## src/rtl/jtag_1149_d10_crc_pkg.sv

```systemverilog
// Shared types, default CRC-32 constants and bit-manipulation helpers for the CRC engine.
package jtag_1149_d10_crc_pkg;

    typedef enum logic [1:0] {
        ST_IDLE   = 2'd0,
        ST_ACTIVE = 2'd1,
        ST_DONE   = 2'd2
    } crc_state_e;

    localparam logic [31:0] DEF_POLY    = 32'h04C11DB7;
    localparam logic [31:0] DEF_INIT    = 32'h0000_0000;
    localparam logic [31:0] DEF_XOR_OUT = 32'h0000_0000;

    function automatic logic [7:0] reflect_byte(input logic [7:0] b);
        logic [7:0] r;
        for (int i = 0; i < 8; i++) begin
            r[i] = b[7-i];
        end
        return r;
    endfunction

    // Reverses the low w bits of v; bits at and above w come back as zero.
    function automatic logic [31:0] reflect_bits(input logic [31:0] v, input int w);
        logic [31:0] r;
        logic [4:0]  idx;
        r = '0;
        for (int i = 0; i < 32; i++) begin
            if (i < w) begin
                idx  = 5'(w - 1 - i);
                r[i] = v[idx];
            end
        end
        return r;
    endfunction

    // Legal: top lane set and no enabled lane below a disabled one.
    function automatic logic be_is_legal(input logic [15:0] be, input int nb);
        logic ok;
        logic seen_zero;
        ok        = 1'b1;
        seen_zero = 1'b0;
        for (int i = 15; i >= 0; i--) begin
            if (i < nb) begin
                if (!be[i]) begin
                    seen_zero = 1'b1;
                end else if (seen_zero) begin
                    ok = 1'b0;
                end
            end
        end
        return ok && be[4'(nb - 1)];
    endfunction

endpackage

```

## src/rtl/jtag_1149_d10_crc_byte.sv

```systemverilog
// One byte of MSB-first LFSR update; purely combinational, chained once per byte lane.
module jtag_1149_d10_crc_byte
    import jtag_1149_d10_crc_pkg::*;
#(
    parameter int          CRC_W = 32,
    parameter logic [31:0] POLY  = DEF_POLY
) (
    input  logic [CRC_W-1:0] crc_in,
    input  logic [7:0]       data,
    output logic [CRC_W-1:0] crc_out
);

    logic [CRC_W-1:0] c;

    always_comb begin
        c = crc_in;
        for (int i = 7; i >= 0; i--) begin
            if (c[CRC_W-1] ^ data[i]) begin
                c = (c << 1) ^ POLY[CRC_W-1:0];
            end else begin
                c = c << 1;
            end
        end
        crc_out = c;
    end

endmodule

```

## src/rtl/jtag_1149_d10_crc_engine.sv

```systemverilog
// Framed, byte-enabled CRC engine: one beat per cycle, result registered on the eop edge.
// Results are held until out_ready; in_ready drops only while an unconsumed result is pending.
module jtag_1149_d10_crc_engine
    import jtag_1149_d10_crc_pkg::*;
#(
    parameter int          DATA_W      = 32,
    parameter int          CRC_W       = 32,
    parameter logic [31:0] POLY        = DEF_POLY,
    parameter logic [31:0] INIT        = DEF_INIT,
    parameter logic [31:0] XOR_OUT     = DEF_XOR_OUT,
    parameter bit          REFLECT_IN  = 1'b0,
    parameter bit          REFLECT_OUT = 1'b0
) (
    input  logic                clk,
    input  logic                rst,
    input  logic                in_valid,
    output logic                in_ready,
    input  logic [DATA_W-1:0]   in_data,
    input  logic [DATA_W/8-1:0] in_be,
    input  logic                in_sop,
    input  logic                in_eop,
    input  logic                chk_en,
    input  logic [CRC_W-1:0]    chk_crc,
    output logic                out_valid,
    input  logic                out_ready,
    output logic [CRC_W-1:0]    crc_out,
    output logic                crc_match,
    output logic [15:0]         byte_cnt,
    output logic                proto_err,
    output logic                be_err
);

    localparam int NB = DATA_W / 8;

    crc_state_e               state, state_nxt;
    logic [CRC_W-1:0]         lfsr, seed, crc_final;
    logic [NB:0][CRC_W-1:0]   chain;
    logic                     accept, start_new, be_ok, proto_hit;
    logic [NB-1:0]            eff_be;
    logic [4:0]               lane_cnt;
    logic [16:0]              cnt_sum;
    logic [15:0]              cnt_acc, cnt_base, cnt_nxt;
    logic                     perr_acc, beerr_acc, perr_nxt, beerr_nxt;
    logic [31:0]              lfsr_wide, lfsr_refl;

    assign in_ready  = !rst && (state != ST_DONE || out_ready);
    assign accept    = in_valid && in_ready;
    assign out_valid = (state == ST_DONE);

    assign be_ok     = be_is_legal(16'(in_be), NB);
    assign eff_be    = be_ok ? in_be : '1;
    // Any beat outside an active frame opens a new one, sop or not.
    assign start_new = in_sop || (state != ST_ACTIVE);
    assign proto_hit = (state == ST_ACTIVE) ? in_sop : !in_sop;
    assign seed      = start_new ? INIT[CRC_W-1:0] : lfsr;
    assign chain[0]  = seed;

    for (genvar j = 0; j < NB; j++) begin : g_lane
        localparam int LANE = NB - 1 - j;
        logic [7:0]       raw, lane_byte;
        logic [CRC_W-1:0] stepped;

        assign raw       = in_data[LANE*8 +: 8];
        assign lane_byte = REFLECT_IN ? reflect_byte(raw) : raw;

        jtag_1149_d10_crc_byte #(
            .CRC_W (CRC_W),
            .POLY  (POLY)
        ) u_step (
            .crc_in  (chain[j]),
            .data    (lane_byte),
            .crc_out (stepped)
        );

        assign chain[j+1] = eff_be[LANE] ? stepped : chain[j];
    end

    always_comb begin
        lane_cnt = '0;
        for (int i = 0; i < NB; i++) begin
            lane_cnt = lane_cnt + 5'(eff_be[i]);
        end
        cnt_base  = start_new ? 16'h0 : cnt_acc;
        cnt_sum   = {1'b0, cnt_base} + 17'(lane_cnt);
        cnt_nxt   = cnt_sum[16] ? 16'hFFFF : cnt_sum[15:0];
        perr_nxt  = (!start_new && perr_acc) || proto_hit;
        beerr_nxt = (!start_new && beerr_acc) || !be_ok;
        lfsr_wide = 32'(chain[NB]);
        lfsr_refl = reflect_bits(lfsr_wide, CRC_W);
        crc_final = (REFLECT_OUT ? lfsr_refl[CRC_W-1:0] : chain[NB]) ^ XOR_OUT[CRC_W-1:0];
    end

    always_comb begin
        state_nxt = state;
        case (state)
            ST_IDLE, ST_ACTIVE: begin
                if (accept) state_nxt = in_eop ? ST_DONE : ST_ACTIVE;
            end
            ST_DONE: begin
                if (out_ready) state_nxt = accept ? (in_eop ? ST_DONE : ST_ACTIVE) : ST_IDLE;
            end
            default: state_nxt = ST_IDLE;
        endcase
    end

    always_ff @(posedge clk or posedge rst) begin
        if (rst) begin
            state <= ST_IDLE;
        end else begin
            state <= state_nxt;
        end
    end

    always_ff @(posedge clk or posedge rst) begin
        if (rst) begin
            lfsr      <= INIT[CRC_W-1:0];
            cnt_acc   <= '0;
            perr_acc  <= 1'b0;
            beerr_acc <= 1'b0;
        end else if (accept) begin
            lfsr      <= chain[NB];
            cnt_acc   <= cnt_nxt;
            perr_acc  <= perr_nxt;
            beerr_acc <= beerr_nxt;
        end
    end

    always_ff @(posedge clk or posedge rst) begin
        if (rst) begin
            crc_out   <= '0;
            crc_match <= 1'b0;
            byte_cnt  <= '0;
            proto_err <= 1'b0;
            be_err    <= 1'b0;
        end else if (accept && in_eop) begin
            crc_out   <= crc_final;
            crc_match <= chk_en && (crc_final == chk_crc);
            byte_cnt  <= cnt_nxt;
            proto_err <= perr_nxt;
            be_err    <= beerr_nxt;
        end
    end

endmodule

```

## config.mk

```make
export PLATFORM = sky130hd
export DESIGN_NAME = jtag_1149_d10_crc_engine
export DESIGN_NICKNAME = d
export VERILOG_FILES = /design/src/rtl/jtag_1149_d10_crc_pkg.sv /design/src/rtl/jtag_1149_d10_crc_byte.sv /design/src/rtl/jtag_1149_d10_crc_engine.sv
export SDC_FILE = /design/constraint.sdc
export NUM_CORES = 1
export LEC_CHECK = 0
export CAP_MARGIN = 10
export CORE_ASPECT_RATIO = 0.5
export CORE_MARGIN = 2
export CORE_UTILIZATION = 60
export CTS_BUF_LIST = sky130_fd_sc_hd__clkbuf_16
export CTS_CLUSTER_SIZE = 24
export DETAILED_ROUTE_END_ITERATION = 7
export PLACE_DENSITY = 0.85
export SLEW_MARGIN = 20
export SYNTH_ARGS = -nofsm -noshare
export SYNTH_HDL_FRONTEND = slang
export SYNTH_HIERARCHICAL = 1
export SYNTH_SLANG_ARGS = --single-unit
```

## constraint.sdc

```tcl
create_clock -name clk -period 18.4 [get_ports clk]
set_input_delay 1.84 -clock clk [delete_from_list [all_inputs] [get_ports clk]]
set_output_delay 1.84 -clock clk [all_outputs]
set_load 0.005 [all_outputs]
```

## After elaboration in Yosys (flattened, before gate mapping)

Index checks and enable logic that the tools add are counted.

- $add $sub $neg: 4
- Multiply operators: 0
- Divide/modulo/power cells: 0
- Order comparisons: 0
- Eq/ne operators: 7
- Shift-type cells: 0
- Muxes and demuxes: 55
- Bitwise logic cells: 64
- Reductions and logical operators: 18

Operator list:

| kind | count |
|---|---|
| $mux 27 | 32 |
| $not 14->14 | 32 |
| $mux 32 | 5 |
| $eq 32x32->1 | 1 |
| $mux 16 | 2 |
| $xor 1x1->1 | 32 |
| $add 16x4->17 | 1 |
| $mux 1 | 10 |
| $mux 2 | 4 |
| $logic_and 1x1->1 | 7 |
| $add 3x1->4 | 1 |
| $logic_not 1->1 | 4 |
| $logic_or 1x1->1 | 4 |
| $mux 4 | 1 |
| $ne 2x1->1 const B | 2 |
| $ne 2x2->1 const B | 2 |
| $pmux 2 s2 | 1 |
| $add 2x1->3 | 1 |
| $add 1x1->2 | 1 |
| $eq 2x1->1 const B | 1 |
| $eq 2x2->1 const B | 1 |
| $logic_not 2->1 | 1 |
| $reduce_and 2->1 | 1 |
| $reduce_or 2->1 | 1 |

- Register bits after elaboration: 103
- Latch bits: 0
- RAM bits: 0
- Bits in read-only memories: 0
- Input port bits: 75
- Output and inout bits: 53
- Logic and storage cells: 158
- Memories: 0

## Longest topological paths before layout

- Depth after elaboration: 73
- Depth in mapped cells: 33
- Mapped depth without buffers: 29

## Hierarchy

Netlist, hierarchy kept.

By module, submodules not included:

| module | instances | cells an instance | area an instance (sq um) |
|---|---|---|---|
| jtag_1149_d10_crc_engine | 1 | 887 | 7,118.1 |
| jtag_1149_d10_crc_byte | 4 | 70 | 744.5 |

## Worst setup path after synthesis

Ideal clock, no wire load.

- Path type: input to register
- Start: in in_sop
- End: reg crc_match
- Arrival time: 8.660 ns
- Required time: 18.296 ns
- Path slack: 9.637 ns
- Stages: 31
- Path buffers: 4
- Cell sequence: inv_1 > ha_1 > buf_2 > clkbuf_1 > clkbuf_1 > and2_1 > xnor2_2 > xnor2_4 > xnor2_1 > xnor2_1 > clkbuf_1 > xnor2_1 > xnor2_1 > xnor2_1 > xnor2_1 > mux2i_4 > inv_1 > xnor2_1 > xnor2_1 > xnor2_1 > mux2_2 > xnor2_2 > xnor2_4 > xnor3_2 > xor3_1 > a22o_1 > nor4_1 > nand4_1 > o21ai_0 > nand4_1 > o41ai_2

RTL lines:

| what | line | text |
|---|---|---|
| start, declared | jtag_1149_d10_crc_engine.sv:20 | `input logic in_sop,` |
| end signal, assigned | jtag_1149_d10_crc_engine.sv:137 | `crc_match <= chk_en && (crc_final == chk_crc);` |
| end, declared | jtag_1149_d10_crc_engine.sv:27 | `output logic crc_match,` |

==> impl_metrics.yaml <==
layout:
  fill_cells: 1250
  area_delta_synth_final_pct: 15.7
  drive_gt1_frac: 0.0719
  antennaDiodeCount: 0
  fin_nets: 1312
routing:
  wl_per_cell_microns: 25.8
  wl_microns: 37800
  drc: 0
  viasPerCell: 6.40
  vias: 9368
  dr.pass1.iters: 6
  drt_iter0_markers: 1377
  ant_nets: 0
min_path:
  min_from: "lfsr[5]$_DFFE_PP0P_"
  hp-class: "flop to flop"
place:
  place_congestion: 1.05
  portBuffers: 127
  dpl.hpwl_microns: 29400
sta:
  clock-skew-final_ns: 0.00947
  post-route-period-util: 0.575
  finalHoldViolCount: 0
  setup_tns_ns: 0
  relSlewSlack: 0.315
  tightest_slew_ns: 1.03
  final.min_clock_period_ns: 10.58
  setup_viol: 0
  rsz0062_at_grt: "no"
  final_max_slew_viol_count: 0
  fmax_mhz: 94.5
global_route:
  grt_start_max_net_pins: 82
  met3_usage: 0.122
  grt_util_met1: 0.595
  grtUsageTotal: 0.422
  antenna_found_initial: 0
  grt_pass1_wl_microns: 55500
  gr-total-overflow: 0
  grt_pass1_vias: 8844
  grtUsageMet2: 0.634
  busiest_layer: "met2"
critical_path:
  startpoint_type: "primary input"
  cp_data_required_time_ns: 18.63
  r2r_start: "state[1]$_DFFE_PP0P_"
  slowest_delay_ns: 0.74
  worst_setup_path_end_kind: "flop"
  cpMostUsedCell: "xnor2_1"
  arrival_ns: 10.81
  crit_slowest_cell: "xnor2_1"
  critPathBufInv: 4
  crit_fanout: 62
  path_class: "primary input to flop"
  cp_top_family: "XOR/XNOR gates"
  critical_path.startpoint: "in_sop"
yosys:
  ys_ff_latch: 103
  synth_edf_count: 0
  yosysSeqAreaShare: 0.255
  yosys_most_used_dff: "dfrtp_1"
  synth_commonest_cells: "238 x xnor2_1, 158 x nand2_1, 103 x dfrtp_1, 98 x o21ai_0, 70 x clkbuf_1"
  synth_area_sq_um: 10100
  yosysTopAreaCellShare: 0.255
  synth_cells: 1167
  synth.distinct_cells: 67
  syn_nets: 1247
  yosysWarnings: 6
  synthArstFlopShare: 1.00
  synth_most_common_cell: "xnor2_1"
  synth_area_leaders: "dfrtp_1 26%, xnor2_1 21%, nand2_1 5.9%, o21ai_0 4.9%, mux2i_1 4.3%"
  yosys.area.top_type: "dfrtp_1"
  syn_avg_cell_area_sq_um: 8.65
floorplan:
  start_util: 0.614
  die_w_microns: 187
  core_area_sq_um: 16400
  core.rowCount: 33
  io_pins: 128
  die_area_sq_um: 17900
  die_h_microns: 95.7
clocking:
  numCtsBuffers: 9
  clkTransAtPathRegs_ns: 0.07
  cts_resized: 0
  post_cts_buffers: 0
  cts.sinks: 103
  cts_hold_buf: 0
  cts_tree: "built"
  cts-root-buf: "clkbuf_16"
  clkLatencyLatePin_ns: 0.35
  cts_max_level: 3
  cts_buffer_depth: 2
status:
  status: "completed"
job:
  cap_violations: 0
==> path summary, 6_finish.rpt <==
check                                              to  slack [ns]  depth (start not counted)
worst max-delay path            crc_match$_DFFE_PP0P_        7.82                         29
worst min-delay path              lfsr[5]$_DFFE_PP0P_        0.48                          2
worst min register to register    lfsr[5]$_DFFE_PP0P_        0.48                          2
min in group asynchronous          be_err$_DFFE_PP0P_        1.92                          2
max in group asynchronous        lfsr[31]$_DFFE_PP0P_       15.16                          3
worst max register to register  crc_match$_DFFE_PP0P_        9.13                         28
==> flip-flops by register name (all words and copies together) (netlist names) <==
signal,flops
be_err,1
beerr_acc,1
byte_cnt,16
cnt_acc,16
crc_match,1
crc_out,32
lfsr,32
perr_acc,1
proto_err,1
state,2
==> area by class of cell <==
cell class | instances | area, sq um | area share
flip-flops and latches | 103 | 2580 | 0.221
multi-input cells | 925 | 6990 | 0.598
clock inverters | 7 | 55.1 | 0.00471
repair buffers | 136 | 1340 | 0.115
inverters | 57 | 216 | 0.0185
clock buffers | 9 | 225 | 0.0193
well taps | 227 | 284 | 0.0243
==> cell families (layout without fill, tap and decap cells) <==
group                    count (synthesis)  in the layout  share of synthesized area
other                                    1              1                   0.000371
AO/OA/AOI/OAI                          223            223                      0.135
multiplexers                            62             62                     0.0680
XOR/XNOR                               329            329                      0.339
buffers and inverters                  139            209                     0.0544
AND/OR/NAND/NOR                        305            305                      0.139
flip-flops                             103            103                      0.255
adder cells (fa/ha/maj)                  5              5                    0.00843
==> cells in the final DEF (no fill, tap or decap), types with 5 or more instances in the layout <==
cell type | Yosys | final
nor2b_1 | 7 | 7
nand4_1 | 11 | 11
xnor3_1 | 8 | 8
nand3_1 | 12 | 12
o31ai_1 | 6 | 6
dfrtp_1 | 103 | 103
nand2_1 | 158 | 156
xor2_1 | 43 | 43
nor4_1 | 8 | 8
nor2_1 | 46 | 46
nand2b_1 | 5 | 5
o2111ai_1 | 6 | 6
xnor2_1 | 238 | 238
o21a_1 | 8 | 8
nor3b_1 | 7 | 6
mux2_2 | 13 | 13
a21oi_1 | 36 | 36
o22ai_1 | 12 | 12
clkdlybuf4s50_1 | 0 | 127
buf_4 | 1 | 9
a22o_1 | 7 | 7
a31oi_1 | 12 | 12
and2_1 | 36 | 36
inv_1 | 52 | 51
o21ai_0 | 98 | 98
o2bb2ai_1 | 8 | 8
clkbuf_16 | 0 | 9
xor3_1 | 8 | 8
mux2i_1 | 43 | 43
nor3_1 | 5 | 5
xnor2_2 | 24 | 24
o211ai_1 | 6 | 6
==> per-layer routing <==
metal,wire (microns),up-vias
met4,1050,0
li1,-,4012
met1,15800,4588
met2,15800,671
met5,0,-
met3,5170,97
==> metrics by stage <==
step | hold WS [ns] | instance area [sq um] | worst slack, ns | cells | utilization
after floorplan | 0.442 | 10100 | 9.64 | 1167 | -
after global placement | 0.454 | 11400 | 7.87 | 1448 | 0.694
after detailed placement | 0.465 | 11400 | 7.84 | 1448 | 0.694
after CTS | 0.480 | 11700 | 8.16 | 1464 | 0.711
after global routing | 0.505 | 11700 | 7.49 | 1464 | 0.711
final | 0.479 | 11700 | 7.82 | 1464 | 0.711
==> worst register-to-register path: cells and delay by family, from the launching register on <==
family	cells	cell delay, ns
buffers and inverters	2	0.56
AOI/OAI and AO/OA	3	0.67
xor gates and xnor gates	15	5.64
adders and majority gates	1	0.21
and+or+nand+nor	5	0.98
muxes	2	0.63
DFF	1	0.47
Power is left out: the tool's default activity adds up to more than one toggle a clock period on the data nets, which glitch-free logic cannot reach.
==> RTL change 1: new RTL, same settings <==
Change the parameter `REFLECT_OUT` from 1'b0 to 1'b1.
--- a/src/rtl/jtag_1149_d10_crc_engine.sv
+++ b/src/rtl/jtag_1149_d10_crc_engine.sv
@@ -9,7 +9,7 @@
     parameter logic [31:0] INIT        = DEF_INIT,
     parameter logic [31:0] XOR_OUT     = DEF_XOR_OUT,
     parameter bit          REFLECT_IN  = 1'b0,
-    parameter bit          REFLECT_OUT = 1'b0
+    parameter bit          REFLECT_OUT = 1'b1
 ) (
     input  logic                clk,
     input  logic                rst,
Formal check against the unedited RTL: not equivalent (a bounded check fails within 4 cycles, from zero or initial values and one cycle with rst high).
==> RTL change 1 against the original RTL <==
  * Cell area grew 1.7%
  * Sequential cell count is the same
  * Routed wire length grew 3.1%
  * Critical path depth grew 2
  * Setup slack lost 0.63 ns
  * Non-clock buffer count grew 1
  * Synthesized area grew 2.3%
  * Critical path type unchanged
  * Critical endpoint unchanged
Power is left out: the tool's default activity adds up to more than one toggle a clock period on the data nets, which glitch-free logic cannot reach.
==> RTL change 1: results (changes against the original RTL) <==
logic_synthesis:
  synthArstFlopShare_pct: 100  # unchanged
  synth_area_leaders: "dfrtp_1, xnor2_1, xor2_1"
  syn_nets: 1251  # +0.32%
  syn_area_per_cell_um2: 8.82  # +1.9%
  synth_common_cells: "xnor2_1, nand2_1, dfrtp_1, o21ai_0, xor2_1"
  synth-seq-area-share_pct: 25.0  # -0.57 points
  ys_types: 70  # +4.5%
  yosys_warnings: 6  # unchanged
worst_setup_path:
  r2r_end: "crc_match"
  crit_fanout: 60  # -3.2%
  r2r_cells: 30  # +7.1%
  max_stage_delay_ns: 0.68  # -0.06 ns
  r2r_slack_ns: 8.58  # -0.55 ns
  crit_path_start: "in_sop"
  arrival_ns: 11.51  # +0.70 ns
  crit-reg2reg-launch: "state[0]"
  slowest_stage: "xnor2_1"
run_status:
  status: "complete, no violations"
min_path:
  hold_start: "crc_out[24]"
  hp-class: "flop to flop"
  min_to: "crc_out[24]"
routing:
  wire_per_inst_um: 26.5  # +2.6%
  drt_iter0_drc: 1475  # +7.1%
  routed_via_density: 6.48  # +1.2%
  vias: 9526  # +1.7%
  drt_pre_antenna_iters: 5  # -1
global_routing:
  grt_pass1_vias: 9184  # +3.8%
  grtUsageMet1_pct: 60.4  # +0.92 points
  grt_use_met3_pct: 15.3  # +3.0 points
  antenna_found_initial: 0  # unchanged
  grt_use_met2_pct: 60.8  # -2.6 points
  grt_pass1_wl_um: 57800  # +4.2%
  grt_max_degree: 86  # +4.9%
  grt_usage_pct: 42.6  # +0.44 points
clock_network:
  clkSlewWorstSetupHoldPaths_ns: 0.08
  cts_setup_buffers: 0  # unchanged
  cts_root_buf: "clkbuf_16"
  htreeDepth: 3  # unchanged
  clkLatencyLatePin_ns: 0.36
  cts.path.max_buffers: 2  # unchanged
  cts_inserted_buffers: 9  # unchanged
place:
  dp.cells: 1453  # +0.35%
  numPortBuffers: 127  # unchanged
  place.gp.congestion: 1.09  # +3.7%
  dp_hpwl_um: 30700  # +4.4%
final_layout:
  drive_gt1_share_pct: 9.82  # +2.6 points
  n_fill_cell: 1200  # -4.0%
timing:
  max_slew.worst_pin.slew_ns: 0.973  # -0.0553 ns
  fin_skew_ns: 0.0152  # +0.00568 ns
[RTL change 1: cell count changes after synthesis, moves of 7 or more]
cell      delta
mux2_2      +33
nand2_1     -30
xnor2_1     -26
xor2_1      +23
o21ai_0     -16
o21ai_1     +11
nor2b_1      +8
a31oi_1      +7
buf_2        +7
clkbuf_1     -7
[RTL change 1: cell families (layout without fill, tap and decap cells)]
family / Yosys count / count (layout) / synth area share [%]
AND/OR/NAND/NOR: 289 / 289 / 13.6
other: 1 / 3 / 0.0363
adder cells (fa/ha/maj): 5 / 5 / 0.824
flip-flops: 103 / 103 / 25.0
buffers and inverters: 140 / 211 / 5.55
multiplexers: 85 / 85 / 8.81
XOR/XNOR: 326 / 326 / 32.9
AO/OA/AOI/OAI: 222 / 222 / 13.3
[RTL change 1: worst max path at each step]
stage	to	slack, ns
2_1_floorplan	crc_match	9.51
3_3_place_gp	crc_match	7.02
3_5_place_dp	crc_match	7.15
4_1_cts	crc_match	7.48
5_1_grt	crc_match	6.72
6_report	crc_match	7.19
[RTL change 1: per-stage QoR]
stage          cell area, µm²  util [%]  hold WS [ns]  setup WS (ns)
2_1_floorplan           10300         -         0.442           9.51
3_3_place_gp            11600      69.9         0.455           7.02
3_5_place_dp            11600      69.9         0.469           7.15
4_1_cts                 11900      71.6         0.484           7.48
5_1_grt                 11900      71.6         0.510           6.72
6_report                11900      71.6         0.479           7.19
[RTL change 1: cell type report]
type	instances	share of cell area [%]
Antenna cell	2	0.0421
Clock buffer	9	1.90
Clock inverter	7	0.400
Inverter	58	1.85
Multi-Input combinational cell	928	60.4
Sequential cell	103	21.7
Tap cell	227	2.39
Timing Repair Buffer	137	11.3
[RTL change 1: critical path, delay by kind of cell]
family / cells / cell delay (ns)
and+or+nand+nor: 3 / 0.59
adders and majority gates: 1 / 0.21
xor gates and xnor gates: 16 / 5.84
AOI/OAI and AO/OA: 4 / 1.17
buffers and inverters: 5 / 1.05
muxes: 2 / 0.78
[RTL change 1: routing by layer]
layer,routed length (µm),up-vias
met4,1310,0
met5,0,-
met2,16000,712
li1,-,4075
met1,16000,4629
met3,5720,110
==> RTL change 2: new RTL, same flow settings <==
Made on the original files. Reset style: synchronous (`rst`), changed in 3 clocked blocks.
--- a/src/rtl/jtag_1149_d10_crc_engine.sv
+++ b/src/rtl/jtag_1149_d10_crc_engine.sv
@@ -103,7 +103,7 @@
         endcase
     end
 
-    always_ff @(posedge clk or posedge rst) begin
+    always_ff @(posedge clk) begin
         if (rst) begin
             state <= ST_IDLE;
         end else begin
@@ -111,7 +111,7 @@
         end
     end
 
-    always_ff @(posedge clk or posedge rst) begin
+    always_ff @(posedge clk) begin
         if (rst) begin
             lfsr      <= INIT[CRC_W-1:0];
             cnt_acc   <= '0;
@@ -125,7 +125,7 @@
         end
     end
 
-    always_ff @(posedge clk or posedge rst) begin
+    always_ff @(posedge clk) begin
         if (rst) begin
             crc_out   <= '0;
             crc_match <= 1'b0;
Formal check against the unedited RTL: not equivalent (Yosys sat finds a counterexample within 4 cycles, from zero or initial values and one cycle with rst high; the reset may be asserted at any time).
==> RTL change 2 against the original RTL <==
  * Sequential cell count stayed put
  * Synthesized area is 1.4% lower
  * Setup slack worse by 0.014 ns
  * Highest routed layer unchanged
  * Critical endpoint is now crc_match
  * Fmax is 0.13% lower
  * Clock skew is 0.0011 ns lower
  * Routed wire length is 8.0% lower
  * Register-to-register slack better by 0.11 ns
  * Cell area is 1.4% lower
Power is not shown: default switching activity piles up to over one toggle a cycle in this logic, so the estimate is an artifact.
==> RTL change 2: results (changes against the original RTL) <==
logic_synthesis:
  synth_common_cells: "xnor2_1, dfxtp_1, nor2_1, clkbuf_1, nand3_1"
  synthMuxAreaShare_pct: 8.35  # +1.5 points
  synth_xor_area_share_pct: 35.8  # +1.8 points
  synthAdderAreaFrac_pct: 0.855  # +0.012 points
  synthArstFlopShare_pct: 0  # -100 points
  ys_types: 73  # +9.0%
  syn_nets: 1257  # +0.80%
  synth-seq-area-share_pct: 20.7  # -4.8 points
  synth_compound_area_share_pct: 13.8  # +0.24 points
  synth_area_leaders: "xnor2_1, dfxtp_1, xor2_1"
  synth_top_flop_cell: "dfxtp_1"
routing:
  wire_per_inst_um: 23.7  # -8.4%
  vias: 9096  # -2.9%
  drcViolationCount: 0  # unchanged
  wl_met2_um: 14200  # -10%
  wl_met3_um: 5220  # +0.85%
  drt-met1-wl_um: 14800  # -6.8%
  drt_iter0_drc: 1150  # -16%
run_status:
  status: "complete, no violations"
global_routing:
  grt_max_degree: 94  # +15%
  antenna_found_initial: 1  # +1
  grt_pass1_wl_um: 51300  # -7.5%
  grt_usage_pct: 39.6  # -2.6 points
  grt_pass1_vias: 8487  # -4.0%
worst_setup_path:
  arrival_ns: 10.87  # +0.06 ns
  max_stage_delay_ns: 0.61  # -0.13 ns
  crit_fanout: 56  # -9.7%
place:
  dp_slack_ns: 7.79  # -0.0430 ns
  place.gp.congestion: 1.16  # +10%
  post_dp_cell_area_mm2: 0.0112  # -1.6%
  dp_hpwl_um: 28000  # -4.6%
final_layout:
  drive_gt1_share_pct: 8.62  # +1.4 points
  n_fill_cell: 1318  # +5.4%
clock_network:
  htreeDepth: 3  # unchanged
  clkLatencyLatePin_ns: 0.35  # about the same
  cts_inserted_buffers: 9  # unchanged
timing:
  hold_violations: 0  # unchanged
  fin_skew_ns: 0.00832  # -0.00115 ns
-- RTL change 2: cell types whose count changed in the layout (fill, tap and decap cells not counted), sizes merged, moves of 8 or more --
| cell | delta |
|---|---|
| nand2 | -104 |
| o21ai | -40 |
| dfrtp | -103 |
| xor2 | +13 |
| o21a | -8 |
| a211oi | +43 |
| dfxtp | +103 |
| nand3 | +45 |
| nor2 | +45 |
| mux2 | +11 |
| a21oi | +10 |
-- RTL change 2: tightest hold or removal path: stages, from the launching register on --
cell and delay, ns:
dfxtp_1 0.31, nand3_1 0.05, o21ai_1 0.05
-- RTL change 2: final timing paths --
check / endpoint / slack [ns] / startpoint
setup reg to reg: crc_match / 9.24 / state[0]
setup / recovery: crc_match / 7.81 / in_sop
hold / removal: lfsr[18] / 0.45 / lfsr[18]
hold reg to reg: lfsr[18] / 0.45 / lfsr[18]
-- RTL change 2: routing by layer --
metal  GRT usage, %  vias up
met5              0        -
met4           8.33        0
met3           14.9       61
met2           58.6      588
met1           54.9     4326
li1               -     4121
-- RTL change 2: cell type report --
type                       count  share of cell area [%]
multi-input combinational    930                    63.5
sequential                   103                    17.9
timing repair buffer         140                    11.8
tap                          227                    2.47
clock buffer                   9                    1.96
inverter                      53                    1.73
clock inverter                 7                   0.587
antenna                        1                  0.0217
-- RTL change 2: per-stage QoR --
| stage | std cells | hold WS [ns] | util, % |
|---|---|---|---|
| 2_1_floorplan | 1177 | 0.435 | - |
| 4_1_cts | 1469 | 0.457 | 70.6 |
| 3_3_place_gp | 1453 | 0.446 | 68.8 |
| 5_1_grt | 1469 | 0.478 | 70.6 |
| 3_5_place_dp | 1453 | 0.447 | 68.8 |
| 6_report | 1470 | 0.455 | 70.6 |
